--- src/rtl/spi_master_ctrl_if.sv ---
// ---------------------------------------------------------------------------
// spi_master_ctrl_if : word handshake and SPI pin bundle for spi_master_ctrl
// Revision 1.0
// ---------------------------------------------------------------------------
`default_nettype none

interface spi_master_ctrl_if #(
  parameter int DATA_W = 8
);
  logic [DATA_W-1:0] tx_data;
  logic              tx_valid;
  logic              tx_ready;
  logic [DATA_W-1:0] rx_data;
  logic              rx_valid;
  logic              sclk;
  logic              ss;
  logic              mosi;
  logic              miso;

  modport master (
    input  tx_data, tx_valid, miso,
    output tx_ready, rx_data, rx_valid, sclk, ss, mosi
  );

  modport slave (
    output tx_data, tx_valid, miso,
    input  tx_ready, rx_data, rx_valid, sclk, ss, mosi
  );
endinterface

`default_nettype wire

--- src/rtl/spi_master_ctrl.sv ---
// ---------------------------------------------------------------------------
// spi_master_ctrl : mode-0 SPI master, MSB first, burst when words arrive in GAP
// Revision 1.0
// ---------------------------------------------------------------------------
`default_nettype none

module spi_master_ctrl #(
  parameter int DATA_W  = 8,
  parameter int CLK_DIV = 2
) (
  input  wire logic           clk,
  input  wire logic           rst,
  spi_master_ctrl_if.master   bus
);

  localparam int DIV_W = (CLK_DIV > 1) ? $clog2(CLK_DIV) : 1;
  localparam int CNT_W = $clog2(DATA_W + 1);
  localparam logic [DIV_W-1:0] c_div_last  = DIV_W'(CLK_DIV - 1);
  localparam logic [CNT_W-1:0] c_bits_last = CNT_W'(DATA_W);

  typedef enum logic [2:0] {
    S_IDLE  = 3'd0,
    S_LEAD  = 3'd1,
    S_XFER  = 3'd2,
    S_GAP   = 3'd3,
    S_TRAIL = 3'd4
  } state_t;

  state_t              r_state, w_state_nxt;
  logic [DIV_W-1:0]    r_div, w_div_nxt;
  logic [CNT_W-1:0]    r_bits, w_bits_nxt;
  logic [DATA_W-1:0]   r_tx_sh, w_tx_sh_nxt;
  logic [DATA_W-1:0]   r_rx_sh, w_rx_sh_nxt;
  logic [DATA_W-1:0]   r_rx_data, w_rx_data_nxt;
  logic                r_rx_valid, w_rx_valid_nxt;
  logic                r_sclk, w_sclk_nxt;
  logic                r_ss, w_ss_nxt;
  logic                r_mosi, w_mosi_nxt;

  logic                w_tx_ready;
  logic                w_accept;
  logic                w_div_end;

  assign w_tx_ready = (r_state == S_IDLE) || (r_state == S_GAP);
  assign w_accept   = bus.tx_valid && w_tx_ready;
  assign w_div_end  = (r_div == c_div_last);

  always_ff @(posedge clk) begin
    if (rst) begin
      r_state    <= S_IDLE;
      r_div      <= '0;
      r_bits     <= '0;
      r_tx_sh    <= '0;
      r_rx_sh    <= '0;
      r_rx_data  <= '0;
      r_rx_valid <= 1'b0;
      r_sclk     <= 1'b0;
      r_ss       <= 1'b1;
      r_mosi     <= 1'b0;
    end else begin
      r_state    <= w_state_nxt;
      r_div      <= w_div_nxt;
      r_bits     <= w_bits_nxt;
      r_tx_sh    <= w_tx_sh_nxt;
      r_rx_sh    <= w_rx_sh_nxt;
      r_rx_data  <= w_rx_data_nxt;
      r_rx_valid <= w_rx_valid_nxt;
      r_sclk     <= w_sclk_nxt;
      r_ss       <= w_ss_nxt;
      r_mosi     <= w_mosi_nxt;
    end
  end

  always_comb begin
    w_state_nxt    = r_state;
    w_div_nxt      = r_div;
    w_bits_nxt     = r_bits;
    w_tx_sh_nxt    = r_tx_sh;
    w_rx_sh_nxt    = r_rx_sh;
    w_rx_data_nxt  = r_rx_data;
    w_rx_valid_nxt = 1'b0;
    w_sclk_nxt     = r_sclk;
    w_ss_nxt       = r_ss;
    w_mosi_nxt     = r_mosi;

    case (r_state)
      S_IDLE: begin
        if (w_accept) begin
          w_ss_nxt    = 1'b0;
          w_mosi_nxt  = bus.tx_data[DATA_W-1];
          w_tx_sh_nxt = {bus.tx_data[DATA_W-2:0], 1'b0};
          w_div_nxt   = '0;
          w_state_nxt = S_LEAD;
        end
      end
      S_LEAD: begin
        // End of ss-to-sclk setup doubles as the first rising edge.
        if (w_div_end) begin
          w_div_nxt   = '0;
          w_sclk_nxt  = 1'b1;
          w_rx_sh_nxt = {r_rx_sh[DATA_W-2:0], bus.miso};
          w_bits_nxt  = r_bits + 1'b1;
          w_state_nxt = S_XFER;
        end else begin
          w_div_nxt = r_div + 1'b1;
        end
      end
      S_XFER: begin
        if (w_div_end) begin
          w_div_nxt  = '0;
          w_sclk_nxt = ~r_sclk;
          if (!r_sclk) begin
            w_rx_sh_nxt = {r_rx_sh[DATA_W-2:0], bus.miso};
            w_bits_nxt  = r_bits + 1'b1;
          end else if (r_bits == c_bits_last) begin
            w_rx_data_nxt  = r_rx_sh;
            w_rx_valid_nxt = 1'b1;
            w_bits_nxt     = '0;
            w_state_nxt    = S_GAP;
          end else begin
            w_mosi_nxt  = r_tx_sh[DATA_W-1];
            w_tx_sh_nxt = {r_tx_sh[DATA_W-2:0], 1'b0};
          end
        end else begin
          w_div_nxt = r_div + 1'b1;
        end
      end
      S_GAP: begin
        // A word accepted here continues the burst with ss kept low.
        if (w_accept) begin
          w_mosi_nxt  = bus.tx_data[DATA_W-1];
          w_tx_sh_nxt = {bus.tx_data[DATA_W-2:0], 1'b0};
          w_div_nxt   = '0;
          w_state_nxt = S_XFER;
        end else if (w_div_end) begin
          w_ss_nxt    = 1'b1;
          w_div_nxt   = '0;
          w_state_nxt = S_TRAIL;
        end else begin
          w_div_nxt = r_div + 1'b1;
        end
      end
      S_TRAIL: begin
        if (w_div_end) begin
          w_div_nxt   = '0;
          w_state_nxt = S_IDLE;
        end else begin
          w_div_nxt = r_div + 1'b1;
        end
      end
      default: w_state_nxt = S_IDLE;
    endcase
  end

  assign bus.tx_ready = w_tx_ready;
  assign bus.rx_data  = r_rx_data;
  assign bus.rx_valid = r_rx_valid;
  assign bus.sclk     = r_sclk;
  assign bus.ss       = r_ss;
  assign bus.mosi     = r_mosi;

endmodule

`default_nettype wire
--- src/flat_wrapper.sv ---
// flat-port wrapper written by rule: the top's interface ports become plain ports
module spi_master_ctrl_flat 
#(
  parameter int DATA_W  = 8,
  parameter int CLK_DIV = 2
)
  (clk, rst, bus_tx_data, bus_tx_valid, bus_miso, bus_tx_ready, bus_rx_data, bus_rx_valid, bus_sclk, bus_ss, bus_mosi);
  spi_master_ctrl_if #(.DATA_W(DATA_W)) bus_i ();
  input  wire logic clk;
  input  wire logic rst;
  input wire logic [$bits(bus_i.tx_data)-1:0] bus_tx_data;
  input wire logic [$bits(bus_i.tx_valid)-1:0] bus_tx_valid;
  input wire logic [$bits(bus_i.miso)-1:0] bus_miso;
  output wire logic [$bits(bus_i.tx_ready)-1:0] bus_tx_ready;
  output wire logic [$bits(bus_i.rx_data)-1:0] bus_rx_data;
  output wire logic [$bits(bus_i.rx_valid)-1:0] bus_rx_valid;
  output wire logic [$bits(bus_i.sclk)-1:0] bus_sclk;
  output wire logic [$bits(bus_i.ss)-1:0] bus_ss;
  output wire logic [$bits(bus_i.mosi)-1:0] bus_mosi;
  assign bus_i.tx_data = bus_tx_data;
  assign bus_i.tx_valid = bus_tx_valid;
  assign bus_i.miso = bus_miso;
  assign bus_tx_ready = bus_i.tx_ready;
  assign bus_rx_data = bus_i.rx_data;
  assign bus_rx_valid = bus_i.rx_valid;
  assign bus_sclk = bus_i.sclk;
  assign bus_ss = bus_i.ss;
  assign bus_mosi = bus_i.mosi;
  spi_master_ctrl #(.DATA_W(DATA_W), .CLK_DIV(CLK_DIV)) u_core (.clk(clk), .rst(rst), .bus(bus_i));
endmodule
--- config.mk ---
export PLATFORM = sky130hd
export DESIGN_NAME = spi_master_ctrl_flat
export DESIGN_NICKNAME = d
export VERILOG_FILES = /design/src/rtl/spi_master_ctrl_if.sv /design/src/rtl/spi_master_ctrl.sv /design/src/flat_wrapper.sv
export SDC_FILE = /design/constraint.sdc
export NUM_CORES = 1
export LEC_CHECK = 0
export CORE_MARGIN = 2
export CORE_UTILIZATION = 31
export DETAILED_ROUTE_END_ITERATION = 6
export MAX_ROUTING_LAYER = met4
export SLEW_MARGIN = 20
export SYNTH_ARGS = -nofsm -noshare
export SYNTH_HDL_FRONTEND = slang
export SYNTH_SLANG_ARGS = --single-unit
--- constraint.sdc ---
create_clock -name clk -period 2.5 [get_ports clk]
set_input_delay 0.5 -clock clk [delete_from_list [all_inputs] [get_ports clk]]
set_output_delay 0.5 -clock clk [all_outputs]
set_load 0.03 [all_outputs]
== Word-level counts from Yosys, hierarchy flattened ==
Index checks and enable logic that the tools add are counted.

* Bits in read-only memories: 0
* Word-level logic and storage cells: 89
* Register bits after elaboration: 36
* Memories kept: 0
* Output and inout bits: 13
* RAM bits: 0
* Bits in latches: 0

* Shift operators: 0
* Bitwise logic cells: 3
* Magnitude comparators: 0
* Eq/ne operators: 18
* Div/mod/pow operators: 0
* Reductions and logical operators: 18
* Muxes and demuxes: 38
* Multiply operators: 0
* $add $sub $neg: 2

{| class="wikitable"
|+ Operator list
! cell !! number
|-
| 8-bit two-way mux || 7
|-
| 8-bit one-hot mux with 2 select lines || 2
|-
| 3-bit two-way mux || 8
|-
| 4-bit two-way mux || 4
|-
| 2-bit by 1-bit != test with 1-bit output (second input constant) || 8
|-
| 4-bit AND reduction || 4
|-
| 3-bit one-hot mux with 5 select lines || 1
|-
| 1-bit two-way mux || 11
|-
| 4-bit one-hot mux with 2 select lines || 1
|-
| 7-bit AND reduction || 1
|-
| 3-bit by 2-bit equality test with 1-bit output (second input constant) || 2
|-
| 2-bit != test (second input constant) || 3
|-
| 1-bit one-hot mux with 2 select lines || 3
|-
| 2-bit nonzero test || 3
|-
| 5-bit AND reduction || 1
|-
| 4-bit by 1-bit adder with 4-bit output (second input constant) || 1
|-
| 4-bit equality test (second input constant) || 1
|-
| 4-bit OR reduction || 1
|-
| 3-bit by 1-bit equality test with 1-bit output (second input constant) || 1
|-
| 3-bit equality test (second input constant) || 1
|-
| 3-bit zero test || 1
|-
| 3-bit by 1-bit != test with 1-bit output (second input constant) || 1
|-
| 3-bit != test (second input constant) || 1
|-
| 1-bit inverter || 3
|-
| 9 further kinds || 9
|}

== Logic depth before layout (Yosys ltp) ==
* Word-level depth: 5
* Mapped depth: 7

== Worst setup path before layout ==
Ideal clock, no wire load.

* Path type: reg-to-reg
* From: reg u_core.r_sclk (netlist: u_core.bus.sclk)
* To: reg u_core.r_bits[3]
* Setup time: 0.121 ns
* Clock period less this slack: 1.776 ns
* Arrival: 1.656 ns
* Stages on the path, launching flop included: 6
* Data required time: 2.379 ns
* Setup slack: 0.724 ns
* Cell sequence: dfxtp_1 clkbuf_1 inv_1 o311a_2 nand4_1 mux2_2

* Longest elaborated chain between the ends: 3
* Elaborated cells on any way between the ends: 5
* Classes of those cells: 1 x eq/ne; 3 x mux; 1 x reduce/logical

{| class="wikitable"
|+ Ends and longest elaborated chain
! element !! line !! RTL
|-
| from (decl) || spi_master_ctrl.sv:36 || <nowiki>logic r_sclk, w_sclk_nxt;</nowiki>
|-
| from (signal assigned) || spi_master_ctrl.sv:68 || <nowiki>r_sclk <= w_sclk_nxt;</nowiki>
|-
| 4-bit two-way mux || spi_master_ctrl.sv:112 || <nowiki>if (!r_sclk) begin</nowiki>
|-
| 4-bit two-way mux || spi_master_ctrl.sv:109 || <nowiki>if (w_div_end) begin</nowiki>
|-
| 4-bit one-hot mux with 2 select lines || spi_master_ctrl.sv:86 || <nowiki>case (r_state)</nowiki>
|-
| to (signal assigned) || spi_master_ctrl.sv:63 || <nowiki>r_bits <= w_bits_nxt;</nowiki>
|-
| to (decl) || spi_master_ctrl.sv:31 || <nowiki>logic [CNT_W-1:0] r_bits, w_bits_nxt;</nowiki>
|}

Several ways; a longest one is shown, not always the timed one. The select of a mux whose other input is x is not followed.
A chain may end at the register's enable or synchronous reset.

== Worst setup path in the final report ==
* From: reg u_core.r_state[0]
* To: out bus_tx_ready

* Longest elaborated chain between the ends: 2
* Elaborated cells on any way between the ends: 3
* Classes of those cells: 1 x eq/ne; 2 x reduce/logical

{| class="wikitable"
|+ Ends and longest elaborated chain
! element !! line !! RTL
|-
| from (decl) || spi_master_ctrl.sv:29 || <nowiki>state_t r_state, w_state_nxt;</nowiki>
|-
| from (signal assigned) || spi_master_ctrl.sv:61 || <nowiki>r_state <= w_state_nxt;</nowiki>
|-
| 3-bit by 2-bit equality test with 1-bit output or 3-bit zero test (tied branches) || spi_master_ctrl.sv:44 || <nowiki>assign w_tx_ready = (r_state == S_IDLE) || (r_state == S_GAP);</nowiki>
|-
| 1-bit logical OR * || spi_master_ctrl.sv:44 ||
|-
| to (decl) || flat_wrapper.sv:14 || <nowiki>output wire logic [$bits(bus_i.tx_ready)-1:0] bus_tx_ready;</nowiki>
|}

Every way passes the cells marked *; elsewhere a longest branch is shown, timed or not.

==> impl_metrics.yaml <==
outcome:
  status: "completed"
synthesis:
  synth_warnings: 0
  synth_cell_types: 40
  syn_nets: 186
  synthFlopType: "dfxtp_1"
  synth_top_cell_area_share_pct: 43.1
  syn_inst: 172
  synth_xor_area_share_pct: 1.54
  yosys.area_share.simple_pct: 20.1
  synthMuxAreaShare_pct: 16.9
  synth_seq_cells: 35
  synthArstFlopShare_pct: 0
  yosysSeqAreaShare_pct: 43.1
  netlist_area_um2: 1620
  netlist_top_cells_count: "dfxtp_1, nor2_1, mux2i_1"
  synthAdderAreaFrac_pct: 1.54
  synth_top_cell_by_area: "dfxtp_1"
  yosys-top-cells-area: "dfxtp_1, mux2i_1, nor2_1"
  synth-compound-area-share_pct: 12.6
  avgSynthCellArea_um2: 9.44
  synth_edf_count: 0
  synth_top_family_by_area: "simple AND/OR/NAND/NOR gates"
  yosysMostFrequentCell: "dfxtp_1"
cts:
  cts_max_level: 2
  clockBufferDepth: 2
  cts_tree: "yes"
  post-cts-setup-buffers: 0
  cts_root_buffer: "clkbuf_8"
  ctsHoldBuffers: 0
  insertion_delay_ns: 0.28
  clk_pin_slew_ns: 0.08
  cts_made_buffers: 5
  cts.sinks: 35
  cts_resized: 0
drt:
  drt_first_pass_iters: 4
  routed_wl_um: 3220
  drtIter0Drc: 89
  wl_per_cell_um: 12.0
  dr_total_vias: 1283
  drc: 0
  via_per_inst: 4.77
  ant_nets: 0
timing:
  skew_ns: 0.00663
  period_minus_slack_ns: 2.12
  setup_viol: 0
  worst_slack_ns: 0.375
  tns_ns: 0
  tightest_slew_ns: 0.546
  finalCritPeriodShare_pct: 85.0
  max-slew-margin-rel_pct: 63.6
  clock.fmax_mhz: 471
  rsz0062_at_grt: "false"
  final_hold_viol_count: 0
  finalMaxSlewViolations: 0
die:
  num_rows: 26
  coreArea_um2: 5070
  pin_count: 25
  die-area_um2: 5830
  die_h_um: 76.4
  start_util_pct: 32.0
  die-width_um: 76.4
worst_setup_path:
  path_class: "reg -> out"
  cp_slowest_stage_delay_ns: 0.67
  start_kind: "register"
  r2r_cells: 6
  cp.arrival_ns: 1.62
  endpoint_kind: "output pin"
  cp.required_ns: 2.00
  cp_max_fo: 4
  crit-reg2reg-launch: "u_core.r_bits[0]$_SDFFE_PP0P_"
  crit_slowest_cell: "clkdlybuf4s50_1"
  crit_chain: "xor2_2, nor2_4, clkdlybuf4s50_1"
  r2r-end: "u_core.r_bits[3]$_SDFFE_PP0P_"
  reg2reg_setup_slack_ns: 0.72
worst_hold_path:
  min_to: "u_core.r_tx_sh[1]$_SDFFE_PP0P_"
  min_from: "u_core.r_tx_sh[1]$_SDFFE_PP0P_"
  hp-class: "reg -> reg"
  min_path_cells: 2
power_and_ir_drop:
  leakage_nw: 0.905
  peakVddDrop_v: 0.000415
  power_mw: 1.29
  p_per_area_nw_per_um2: 625
placed_design:
  portBuffers: 24
  dp_worst_setup_slack_ns: 0.513
  place_congestion: 0.749
  place_hpwl_um: 2270
job:
  drv_cap: 0
global_routing:
  grt-ovfl-total: 0
  antenna_found_initial: 0
  grt_pass1_wl_um: 5700
  track_usage_pct: 12.3
  grt_pass1_vias: 1256
  grt_max_degree: 20
finish:
  layout.nets: 212
  drive_gt1_share_pct: 11.1
  area_delta_synth_final_pct: 26.9
  antenna_cells: 0
==> power by group <==
part / internal, mW / switching, mW / total (mW)
clock: 0.297 / 0.208 / 0.505
combinational: 0.0892 / 0.0962 / 0.185
sequential: 0.580 / 0.0177 / 0.598
==> per-layer routing <==
| layer | global-route usage, % | up-vias | part of all wire (%) |
|---|---|---|---|
| li1 | - | 661 | - |
| met1 | 14.3 | 593 | 47 |
| met2 | 19.2 | 25 | 47 |
| met3 | 4.15 | 4 | 5.4 |
| met4 | 5.45 | 0 | 1.2 |
| met5 | - | - | 0 |
==> area by class of cell <==
cell class              count  area (um^2)
multi-input cells         121          856
well taps                  70         87.6
inverters                   5         18.8
repair buffers             30          285
flip-flops and latches     35          701
clock buffers               5         68.8
fillers                   519         3010
clock inverters             3         43.8
==> worst max-delay path: cells and delay by family, from the launching register on <==
family | cells | cell delay, ns
XOR/XNOR | 1 | 0.22
AND/OR/NAND/NOR | 1 | 0.11
flip-flops | 1 | 0.34
buffers and inverters | 1 | 0.67
==> cells in the final DEF (no fill, tap or decap), types with 2 or more instances in the layout <==
cell / count
dfxtp_1: 35
nor2_1: 32
mux2i_1: 24
clkdlybuf4s50_1: 24
a221oi_1: 7
nor3_1: 6
buf_4: 6
inv_1: 5
a21oi_1: 5
clkbuf_8: 5
nand2b_1: 4
nand3_1: 4
nand2_1: 4
nand3b_1: 3
o21ai_2: 2
nor2b_1: 2
a31oi_1: 2
and3b_1: 2
a211oi_1: 2
ha_1: 2
==> through the flow <==
step | area [um^2] | hold slack, ns | cells | utilization [%]
finish | 2060 | 0.482 | 269 | 40.6
detailed placement | 1950 | 0.481 | 261 | 38.4
global route | 2060 | 0.510 | 269 | 40.6
CTS | 2060 | 0.491 | 269 | 40.6
global placement | 1950 | 0.469 | 261 | 38.4
floorplan | 1620 | 0.448 | 172 | -
==> registers in the layout, summed over array words and instances, names as in the netlist <==
register	flops
u_core.bus.rx_valid	1
u_core.bus.ss	1
u_core.r_bits	4
u_core.r_rx_sh	8
u_core.bus.rx_data	8
u_core.bus.sclk	1
u_core.r_tx_sh	7
u_core.r_state	3
u_core.bus.mosi	1
u_core.r_div	1
==> how the worst max path moves through the flow <==
stage | start | end | slack, ns | cells past startpoint
CTS | u_core.r_state[0]$_SDFFE_PP0P_ | bus_tx_ready | 0.35 | 3
floorplan | u_core.bus.sclk$_SDFFE_PP0P_ | u_core.r_bits[3]$_SDFFE_PP0P_ | 0.72 | 5
detailed placement | bus_tx_valid | u_core.r_tx_sh[6]$_SDFFE_PP0P_ | 0.51 | 5
finish | u_core.r_state[0]$_SDFFE_PP0P_ | bus_tx_ready | 0.38 | 3
global placement | bus_tx_valid | u_core.r_tx_sh[3]$_SDFFE_PP0P_ | 0.55 | 5
global route | u_core.r_state[0]$_SDFFE_PP0P_ | bus_tx_ready | 0.29 | 3
==> cell families (layout without fill, tap and decap cells) <==
kind of cell | count (synthesis) | in the layout
adders and majority gates | 2 | 2
muxes | 26 | 26
AOI/OAI and AO/OA | 27 | 27
and+or+nand+nor | 64 | 64
buffers and inverters | 16 | 43
DFF | 35 | 35
xor gates and xnor gates | 2 | 2
(Power assumes the default switching activity.)
==> edit (same settings) <==
`CLK_DIV` is set to 2 in 2 places; all go to 4.
--- a/src/rtl/spi_master_ctrl.sv
+++ b/src/rtl/spi_master_ctrl.sv
@@ -7,5 +7,5 @@
 module spi_master_ctrl #(
   parameter int DATA_W  = 8,
-  parameter int CLK_DIV = 2
+  parameter int CLK_DIV = 4
 ) (
   input  wire logic           clk,
--- a/src/flat_wrapper.sv
+++ b/src/flat_wrapper.sv
@@ -3,5 +3,5 @@
 #(
   parameter int DATA_W  = 8,
-  parameter int CLK_DIV = 2
+  parameter int CLK_DIV = 4
 )
   (clk, rst, bus_tx_data, bus_tx_valid, bus_miso, bus_tx_ready, bus_rx_data, bus_rx_valid, bus_sclk, bus_ss, bus_mosi);
Formal check against the unedited RTL: not equivalent (Yosys sat finds a counterexample within 4 cycles, from zero or initial values and one cycle with rst high).
==> edit against the unedited design <==
Worst setup slack worse by 0.21 ns; largest power group unchanged; final area up 2.3%; first-iteration DRC count fell by 38%; clock power about the same; synthesized cell count is 13% higher; largest cell class unchanged; sequential cell count rose by 1; area after synthesis rose by 2.4%; wire length is 14% higher; power is 4.5% lower; critical endpoint unchanged.
==> edit: results <==
[synth]
ys_top_cells_by_area = "dfxtp_1 (43%), a21oi_1 (6.9%), nand2_1 (6.1%)"
synth.area.mux_share = 0.0542
synth_common_cells = "dfxtp_1 (36), nand2_1 (27), a21oi_1 (23), nor2_1 (16), o21ai_0 (10)"
yosys.area_share.xor_xnor = 0.00978
synth-seq-area-share = 0.433
postSynthCellCount = 195
synth_fa_ha_area_frac = 0.0226
synth_nets = 210
synth_compound_area_frac = 0.245

[pwr]
p_leak_nw = 0.796
ir_worst_vdd_mv = 0.351

[placed_design]
gp_congestion = 0.810
dp.cells = 285

[worst_setup_path]
cp.arrival_ns = 1.83
cp_max_fo = 10

[global_route]
grt_first_pass_wirelength_um = 6510
grt_max_degree = 16
grt_usage = 0.139

[run_status]
status = "complete, no violations"

[drt]
post_drt_via_cell_ratio = 4.95
routedWlPerCell_um = 12.5
vias = 1451

[finish]
final_layout_size_suffix_gt1_frac = 0.103
fin_nets = 237

[timing]
skew_ns = 0.00540

[clock_network]
ctsLongestPathBuffers = 2
[edit: kinds of logic after synthesis]
kind of cell,after synthesis
AO/OA/AOI/OAI,60
XOR/XNOR,1
adder cells (fa/ha/maj),3
buffers and inverters,22
flip-flops,36
multiplexers,9
AND/OR/NAND/NOR,64
[edit: final timing paths]
| check | startpoint | to | slack (ns) | depth (start not counted) |
|---|---|---|---|---|
| worst max register to register | u_core.r_div[0] | u_core.r_rx_sh[0] | 0.40 | 5 |
| worst max-delay path | u_core.r_state[0] | bus_tx_ready | 0.17 | 3 |
| worst min-delay path | u_core.bus.rx_data[7] | u_core.bus.rx_data[7] | 0.46 | 2 |
| worst min register to register | u_core.bus.rx_data[7] | u_core.bus.rx_data[7] | 0.46 | 2 |
[edit: timing repair]
| item | 4_1_cts | 5_1_grt |
|---|---|---|
| endpoints found under the setup margin | 0 | 1 |
| gates resized for setup | 0 | 1 |
| hold endpoints to repair | 0 | 0 |
[edit: worst max-delay path, cell delays in order, from the launching register on]
cell and delay, ns:
dfxtp_1 0.58, xor2_2 0.16, nor2_2 0.13, clkdlybuf4s50_1 0.68
[edit: power breakdown]
part	total (mW)	switching (mW)	internal, mW
clock network	0.504	0.208	0.296
logic	0.123	0.0644	0.0590
registers	0.603	0.0129	0.590
total	1.23	0.285	0.945
[edit: per-stage QoR]
stage	setup WS (ns)	hold slack (ns)	total power, mW	area (um2)	util
floorplan	0.823	0.432	0.689	1660	-
global placement	0.388	0.444	0.739	2000	0.389
detailed placement	0.382	0.450	0.741	2000	0.389
CTS	0.0623	0.461	1.24	2110	0.410
global route	0.0668	0.488	1.28	2110	0.410
finish	0.169	0.459	1.23	2110	0.410
[edit: area by class of cell]
cell class	instances	area, um2
clock buffer	6	72.6
fill	562	3030
timing repair buffer	33	308
multi-input combinational	137	850
tap	70	87.6
sequential	36	722
inverter	9	33.8
clock inverter	2	35.0
[edit: layer usage]
layer / vias up / wire length (um) / GRT usage
met5: - / 0 / -
met4: 0 / 22 / 0.0518
met3: 4 / 187 / 0.0424
met2: 35 / 1650 / 0.210
met1: 658 / 1820 / 0.174
li1: 754 / - / -
